File: config.mk
export PLATFORM = sky130hd
export DESIGN_NAME = simple_tx_arbiter
export DESIGN_NICKNAME = d
export VERILOG_FILES = /design/src/rtl/simple_tx_arbiter.sv
export SDC_FILE = /design/constraint.sdc
export NUM_CORES = 1
export LEC_CHECK = 0
export CAP_MARGIN = 30
export CELL_PAD_IN_SITES_DETAIL_PLACEMENT = 0
export CELL_PAD_IN_SITES_GLOBAL_PLACEMENT = 2
export CORE_UTILIZATION = 20
export DETAILED_ROUTE_END_ITERATION = 6
export PLACE_DENSITY_LB_ADDON = 0.1
export SYNTH_ARGS = -nofsm -noshare
export SYNTH_HDL_FRONTEND = slang
export SYNTH_SLANG_ARGS = --single-unit
File: constraint.sdc
create_clock -name clk -period 2.3 [get_ports clk]
set_input_delay 0.46 -clock clk [delete_from_list [all_inputs] [get_ports clk]]
set_output_delay 0.46 -clock clk [all_outputs]
set_load 0.05 [all_outputs]
File: src/rtl/simple_tx_arbiter.sv
// -----------------------------------------------------------------------------
// simple_tx_arbiter
//
// Shares one simple_transmitter between NUM_CHANNELS FIFO-style requesters.
// Round-robin grant with a burst-limited hold. Presents a single
// first-word-fall-through FIFO read interface (din/empty/re) to the transmitter.
//
// Optional feature (compile-time macro TX_ARB_HEADER_EN):
//   defined   - every grant first sends one header word HEADER_BASE + grant.
//               The header does not count toward MAX_BURST.
//   undefined - no HEADER state; IDLE goes straight to DATA and HEADER_BASE
//               is unused.
//
// Ports
//   clk        in   1                        system clock
//   rst        in   1                        synchronous, active-high reset
//   req_din    in   NUM_CHANNELS*WORD_WIDTH  channel i word at [i*WORD_WIDTH +: WORD_WIDTH]
//   req_empty  in   NUM_CHANNELS             1 = channel FIFO empty
//   req_re     out  NUM_CHANNELS             pop strobe per channel
//   tx_din     out  WORD_WIDTH               to transmitter din
//   tx_empty   out  1                        to transmitter empty
//   tx_re      in   1                        from transmitter re
//   grant      out  $clog2(NUM_CHANNELS)     currently granted channel
//   busy       out  1                        1 while a grant is being served
// -----------------------------------------------------------------------------
module simple_tx_arbiter #(
  parameter int                    NUM_CHANNELS = 4,
  parameter int                    WORD_WIDTH   = 8,
  parameter int                    MAX_BURST    = 16,
  parameter logic [WORD_WIDTH-1:0] HEADER_BASE  = WORD_WIDTH'(8'h80)
) (
  input  logic                               clk,
  input  logic                               rst,
  input  logic [NUM_CHANNELS*WORD_WIDTH-1:0] req_din,
  input  logic [NUM_CHANNELS-1:0]            req_empty,
  output logic [NUM_CHANNELS-1:0]            req_re,
  output logic [WORD_WIDTH-1:0]              tx_din,
  output logic                               tx_empty,
  input  logic                               tx_re,
  output logic [$clog2(NUM_CHANNELS)-1:0]    grant,
  output logic                               busy
);

  localparam int GW = $clog2(NUM_CHANNELS);
  localparam int SW = GW + 1;
  localparam int CW = $clog2(MAX_BURST + 1);

  localparam logic [GW-1:0] LAST_CH    = GW'(NUM_CHANNELS - 1);
  localparam logic [SW-1:0] NCH_WIDE   = SW'(NUM_CHANNELS);
  localparam logic [CW-1:0] BURST_LAST = CW'(MAX_BURST - 1);

  typedef enum logic [1:0] {
    ST_IDLE   = 2'd0,
`ifdef TX_ARB_HEADER_EN
    ST_HEADER = 2'd2,
`endif
    ST_DATA   = 2'd1
  } state_t;

  state_t          state, state_nxt;
  logic [GW-1:0]   grant_nxt;
  logic [GW-1:0]   rr_ptr, rr_nxt;
  logic [CW-1:0]   burst_cnt, cnt_nxt;

  logic [WORD_WIDTH-1:0] ch_din [NUM_CHANNELS];
  logic                  found;
  logic [GW-1:0]         pick;
  logic [GW-1:0]         next_ch;
  logic                  pop;

`ifndef TX_ARB_HEADER_EN
  // Header word is only emitted when the header feature is compiled in.
  logic unused_header_base;
  assign unused_header_base = ^HEADER_BASE;
`endif

  // Unpack the flat data bus into one word per channel.
  for (genvar i = 0; i < NUM_CHANNELS; i++) begin : g_split
    assign ch_din[i] = req_din[i*WORD_WIDTH +: WORD_WIDTH];
  end

  // Channel after the granted one, wrapping at NUM_CHANNELS; becomes rr_ptr on
  // burst exit so the channel just served moves to the back of the queue.
  assign next_ch = (grant == LAST_CH) ? '0 : grant + 1'b1;

  // Round-robin search: first non-empty channel starting at rr_ptr.
  // NOTE: every variable written in always_comb gets a default before any
  // conditional assignment, otherwise a latch is inferred.
  always_comb begin
    logic [SW-1:0] sum;
    logic [GW-1:0] idx;
    found = 1'b0;
    pick  = '0;
    sum   = '0;
    idx   = '0;
    for (int k = 0; k < NUM_CHANNELS; k++) begin
      sum = {1'b0, rr_ptr} + SW'(k);
      if (sum >= NCH_WIDE) sum = sum - NCH_WIDE;
      idx = sum[GW-1:0];
      if (!found && !req_empty[idx]) begin
        found = 1'b1;
        pick  = idx;
      end
    end
  end

  // Next-state and output decode.
  always_comb begin
    state_nxt = state;
    grant_nxt = grant;
    rr_nxt    = rr_ptr;
    cnt_nxt   = burst_cnt;
    tx_empty  = 1'b1;
    tx_din    = '0;
    req_re    = '0;
    pop       = 1'b0;

    case (state)
      ST_IDLE: begin
        if (found) begin
          grant_nxt = pick;
          cnt_nxt   = '0;
`ifdef TX_ARB_HEADER_EN
          state_nxt = ST_HEADER;
`else
          state_nxt = ST_DATA;
`endif
        end
      end

`ifdef TX_ARB_HEADER_EN
      ST_HEADER: begin
        tx_empty = 1'b0;
        tx_din   = HEADER_BASE + WORD_WIDTH'(grant);
        if (tx_re) state_nxt = ST_DATA;
      end
`endif

      ST_DATA: begin
        tx_din        = ch_din[grant];
        tx_empty      = req_empty[grant];
        // tx_re against an empty channel is ignored: no pop, no count.
        pop           = tx_re & ~req_empty[grant];
        req_re[grant] = pop;
        if (pop) begin
          cnt_nxt = burst_cnt + 1'b1;
          if (burst_cnt == BURST_LAST) begin
            state_nxt = ST_IDLE;
            rr_nxt    = next_ch;
          end
        end else if (req_empty[grant]) begin
          // Channel drained before the burst limit: release early.
          state_nxt = ST_IDLE;
          rr_nxt    = next_ch;
        end
      end

      default: state_nxt = ST_IDLE;
    endcase
  end

  assign busy = (state != ST_IDLE);

  // NOTE: state registers use non-blocking assignments so every register
  // samples pre-edge values; reset is synchronous and covers all state.
  always_ff @(posedge clk) begin
    if (rst) begin
      state     <= ST_IDLE;
      grant     <= '0;
      rr_ptr    <= '0;
      burst_cnt <= '0;
    end else begin
      state     <= state_nxt;
      grant     <= grant_nxt;
      rr_ptr    <= rr_nxt;
      burst_cnt <= cnt_nxt;
    end
  end

endmodule

-- Word-level counts from Yosys, hierarchy flattened
Cells that the tools add are included.
- register bits: 11
- bits in latches: 0
- memory bits (writable): 0
- memory bits (read-only): 0
- logic and storage cells: 95
- memories kept: 0
- add/sub/neg operators: 9
- multipliers: 0
- divide/modulo/power cells: 0
- order comparisons: 11
- eq/ne operators: 8
- shift-type cells: 0
- multiplexer cells: 42
- bitwise logic cells: 4
- reductions and logical operators: 17
- operators with widths (cell ; number):
    $mux 2 ; 16
    $mux 8 ; 3
    $bmux 8 s2 ; 1
    $lt 2x3->1 const B ; 5
    $ge 3x3->1 const B ; 4
    $mux 1 ; 11
    $bmux 1 s2 ; 5
    $mux 5 ; 2
    $pmux 5 s2 ; 1
    $reduce_and 3->1 ; 3
    $sub 2x1->2 const B ; 4
    $add 2x2->3 const B ; 2
    $ne 3x3->1 const B ; 2
    $reduce_bool 2->1 ; 3
    $add 5x1->5 const B ; 1
    $eq 5x4->1 const B ; 1
    $logic_not 1->1 ; 5
    $and 4x4->4 ; 1
    $logic_and 1x1->1 ; 4
    $mux 4 ; 1
    $ne 2x2->1 const B ; 2
    $pmux 2 s2 ; 1
    $add 2x1->3 const B ; 1
    $ge 2x3->1 const B ; 1
    other kinds (11) ; 11

-- Logic depth before layout (Yosys ltp)
- depth in word-level cells: 16
- gate-level depth with buffers: 7

-- Worst setup path before layout
No wires, ideal clock.
- kind: flip-flop to output port
- start point: register grant[0]
- end point: output req_re[0]
- arrival time: 2.012 ns
- required time: 1.840 ns
- setup slack: -0.172 ns
- stages on the path, launching flop included: 4
- path buffers: 0
- cell sequence: dfxtp_1 > mux4_2 > nor2_4 > and2_1
- cells in the longest elaborated chain, start to end: 6
- elaborated cells between the ends (all ways): 11
- classes of those cells: 2 x order compare; 5 x mux; 3 x bitwise; 1 x reduce/logical
- ends and longest elaborated chain (element ; RTL line ; source):
    from (decl) ; 40 ; output logic [$clog2(NUM_CHANNELS)-1:0] grant,
    from (signal assigned) ; 174 ; grant <= grant_nxt;
    $lt 2x3->1 (implied by the code) (tied with other cells) ; 144 ; req_re[grant] = pop;
    $logic_and 1x1->1 (implied by the code) or $mux 1 (tied branches) ; 144, 143 ;
    $mux 1 (implied by the code) or $not 1->1 (tied branches) ; 144, 143 ;
    $demux 1 s2 or $and 1x1->1 (tied branches) ; 144, 143 ;
    $and 4x4->4 (no source line) (*) ; -- ;
    $mux 4 (*) ; 118 ; case (state)
    to (decl) ; 36 ; output logic [NUM_CHANNELS-1:0] req_re,
Mark *: on every way between the ends. The rest lies on a longest branch, timed or not. The select of a mux whose other input is x is not followed.

-- Worst setup path in the final report
- start point: input req_empty[3]
- end point: output req_re[2]
- cells in the longest elaborated chain, start to end: 6
- ends and longest elaborated chain (element ; RTL line ; source):
    from (decl) ; 35 ; input logic [NUM_CHANNELS-1:0] req_empty,
    $bmux 1 s2 ; 143 ; pop = tx_re & ~req_empty[grant];
    $mux 1 (implied by the code) ; 143 ;
    $not 1->1 ; 143 ;
    $and 1x1->1 ; 143 ;
    $and 4x4->4 (no source line) ; -- ;
    $mux 4 ; 118 ;
No other way between the ends. The select of a mux whose other input is x is not followed.

==> reports/metrics.csv <==
stage,metric,value,unit
grt,grt_max_degree,17,
floorplan,initial_core_util,21.1,%
clock_tree,clk_pin_slew_worst_paths,0.05,ns
timing,rsz0062_at_grt,false,
setup_path,critical_path_required,1.84,ns
clock_tree,cts-buffers-inserted,3,
clock_tree,cts-root-buf,clkbuf_8,
power,power.total,810,µW
clock_tree,cts.path.max_buffers,2,
synth,synth_most_common_cell,and2_1,
setup_path,cp.buffers_inverters,2,
placed_design,placed_cells,208,
clock_tree,cts_tree,yes,
grt,overflow,0,
synth,yosysUniqueCellTypes,30,
min_path,min_path_type,reg2reg,
synth,synth-edff-count,0,
detailed_routing,wire_per_inst,13.7,µm
detailed_routing,ant_nets,0,
clock_tree,clk_latency,0.23,ns
synth,avgSynthCellArea,9.68,µm²
floorplan,pin_count,55,
synth,ys_seq_elements,10,
synth,async_flop_share,0,%
setup_path,endpoint_kind,output port,
grt,antenna_found_initial,0,
setup_path,critical_path_class,in2out,
floorplan,core,4410,µm²
timing,worstMarginPinSlew,0.484,ns
power,power_density,481,nW/µm²
synth,yosys.area.top_type,dfxtp_1,
layout,area_growth,81.3,%
setup_path,rr_worst_depth,6,
run_status,status,finished clean,
detailed_routing,via_per_inst,4.46,
timing,min_period,2.18,ns
synth,yosysSeqAreaShare,21.5,%
min_path,min_from,burst_cnt[1],
synth,synth_commonest_cells,"and2_1 (12), dfxtp_1 (10), nand2_1 (9)",
timing,fmax,0.460,GHz
timing,period_share,94.6,%
setup_path,cp_max_fo,5,
grt,grt_pass1_vias,958,
floorplan,die_h,70.2,µm
power,p_leak,0.666,nW
setup_path,r2r-end,burst_cnt[0],
placed_design,port_buffers,54,
layout,fin_cells,213,
layout,stdcell_area,1690,µm²
floorplan,core.rowCount,24,
detailed_routing,finalWirelength,2.91,mm
detailed_routing,drtPass1Iterations,3,
timing,max_slew_margin,67.6,%
layout,num-fill-cells,451,
flow_run,max-cap-violations,0,
min_path,hold_end,burst_cnt[1],
placed_design,dpl.hpwl,2.40,mm
setup_path,timing.rr.start,grant[0],
clock_tree,ctsHoldBuffers,0,
timing,finalHoldViolCount,0,
synth,synth_top_area_share,21.5,%
grt,grtUsageTotal,12.5,%
setup_path,reg2reg_slack,0.49,ns
layout,drive_above_1_share,30.4,%
min_path,worstHoldPathCells,2,
setup_path,path_cells,"dlygate4sd2_1, mux4_2, nor2_4, and2_4, buf_12",
placed_design,place_area,1620,µm²
power,ir_worst_vdd,0.241,mV
floorplan,die_w,70.2,µm
synth,synth_top_flop_cell,dfxtp_1,
detailed_routing,drc,0,
synth,yosys-top-cells-area,"dfxtp_1 (22%), mux4_2 (17%), and2_1 (8.1%), ha_1 (8.1%), mux4_1 (5.7%)",
clock_tree,numClockSinks,10,
synth,synth.cell_area,930,µm²
detailed_routing,vias,951,
layout,final_util,38.2,%
timing,final-setup-viol-count,0,
setup_path,crit_path_start_kind,primary input,
timing,slew_violations,0,
clock_tree,htree_num_levels,1,
detailed_routing,drt-initial-drc-count,16,
synth,netlist_instances,96,
setup_path,critPathSlowestCell,mux4_2,
setup_path,critPathTopFamily,multiplexers,
placed_design,gp_congestion,0.704,
layout,antennaDiodeCount,0,
timing,fin_worst_skew,0.00572,ns
synth,yosys_warnings,0,
grt,grt_pass1_wl,4.84,mm
floorplan,die_area,4920,µm²
setup_path,cp_slowest_stage_delay,0.53,ns
setup_path,worst_ep_arrival_time,1.72,ns
synth,synthesis.nets,141,
layout,nets,207,
==> registers in the layout (all words and copies together), names as in the netlist <==
name       flops
state          1
grant          2
rr_ptr         2
burst_cnt      5
==> cells in the final DEF, fill, tap and decap left out, drive strengths merged, types with 2 or more instances in the layout <==
cell type,Yosys,routed
mux4,9,9
o22ai,2,2
mux2,2,2
dfxtp,10,10
and2,12,12
xnor2,2,2
ha,6,6
clkdlybuf4s50,0,35
mux2i,4,4
nand2,9,9
buf,2,26
a21oi,7,7
clkbuf,2,4
inv,5,5
dlygate4sd2,0,4
nor2,8,8
nand2b,4,4
==> per-stage QoR <==
step                      setup slack [ns]  TNS (ns)  hold slack (ns)
after detailed placement           -0.0685    -0.241            0.508
after CTS                            0.122         0            0.517
final                                0.124         0            0.516
after floorplan                     0.0359         0            0.477
after global placement             -0.0542    -0.224            0.499
after global routing                0.0716         0            0.541
==> metal layers <==
layer | routed length (µm) | share of wire, % | up-vias | track usage [%]
li1 | - | - | 479 | -
met1 | 1290 | 44 | 439 | 15.8
met2 | 1450 | 50 | 31 | 21.5
met3 | 157 | 5.4 | 2 | 2.45
met4 | 17 | 0.58 | 0 | 3.33
met5 | 0 | 0 | - | 0
==> final cells by class <==
cell class,instances,area (µm²),share of cell area [%]
Multi-Input combinational cell,77,702,41.6
Inverter,5,18.8,1.11
Timing Repair Buffer,65,643,38.2
Sequential cell,10,201,12.0
Tap cell,52,65.1,3.86
Clock buffer,4,55.1,3.27
==> report_power, final <==
| group | switching, mW | internal, mW | total (mW) |
|---|---|---|---|
| Combinational | 0.199 | 0.189 | 0.389 |
| Clock | 0.0693 | 0.151 | 0.220 |
| Sequential | 0.0171 | 0.184 | 0.201 |
| Total | 0.286 | 0.524 | 0.810 |
==> worst max-delay path by stage <==
stage                            start   endpoint  depth (start not counted)  slack, ns
after global placement    req_empty[3]  req_re[3]                          5      -0.05
after floorplan               grant[1]  req_re[0]                          3       0.04
after CTS                 req_empty[3]  req_re[2]                          5       0.12
after global routing          grant[0]  tx_din[4]                          4       0.07
final                     req_empty[3]  req_re[2]                          5       0.12
after detailed placement  req_empty[3]  req_re[2]                          5      -0.07
==> logic make-up (layout without fill, tap and decap cells) <==
group | Yosys count | in the layout | share of synthesized area, %
AO/OA/AOI/OAI | 16 | 16 | 12.4
XOR/XNOR | 2 | 2 | 1.88
AND/OR/NAND/NOR | 38 | 38 | 22.7
multiplexers | 15 | 15 | 29.3
adder cells (fa/ha/maj) | 6 | 6 | 8.08
flip-flops | 10 | 10 | 21.5
buffers and inverters | 9 | 74 | 4.04
==> worst min-delay path: cells and delay by family, from the launching register on <==
family / cells / cell delay, ns
flip-flops: 1 / 0.32
AO/OA/AOI/OAI: 2 / 0.15
==> what timing repair did <==
item	in CTS	in global routing
buffers inserted	1	0
gates resized for setup	8	0
setup endpoints to repair	5	0
(Power assumes the default switching activity.)
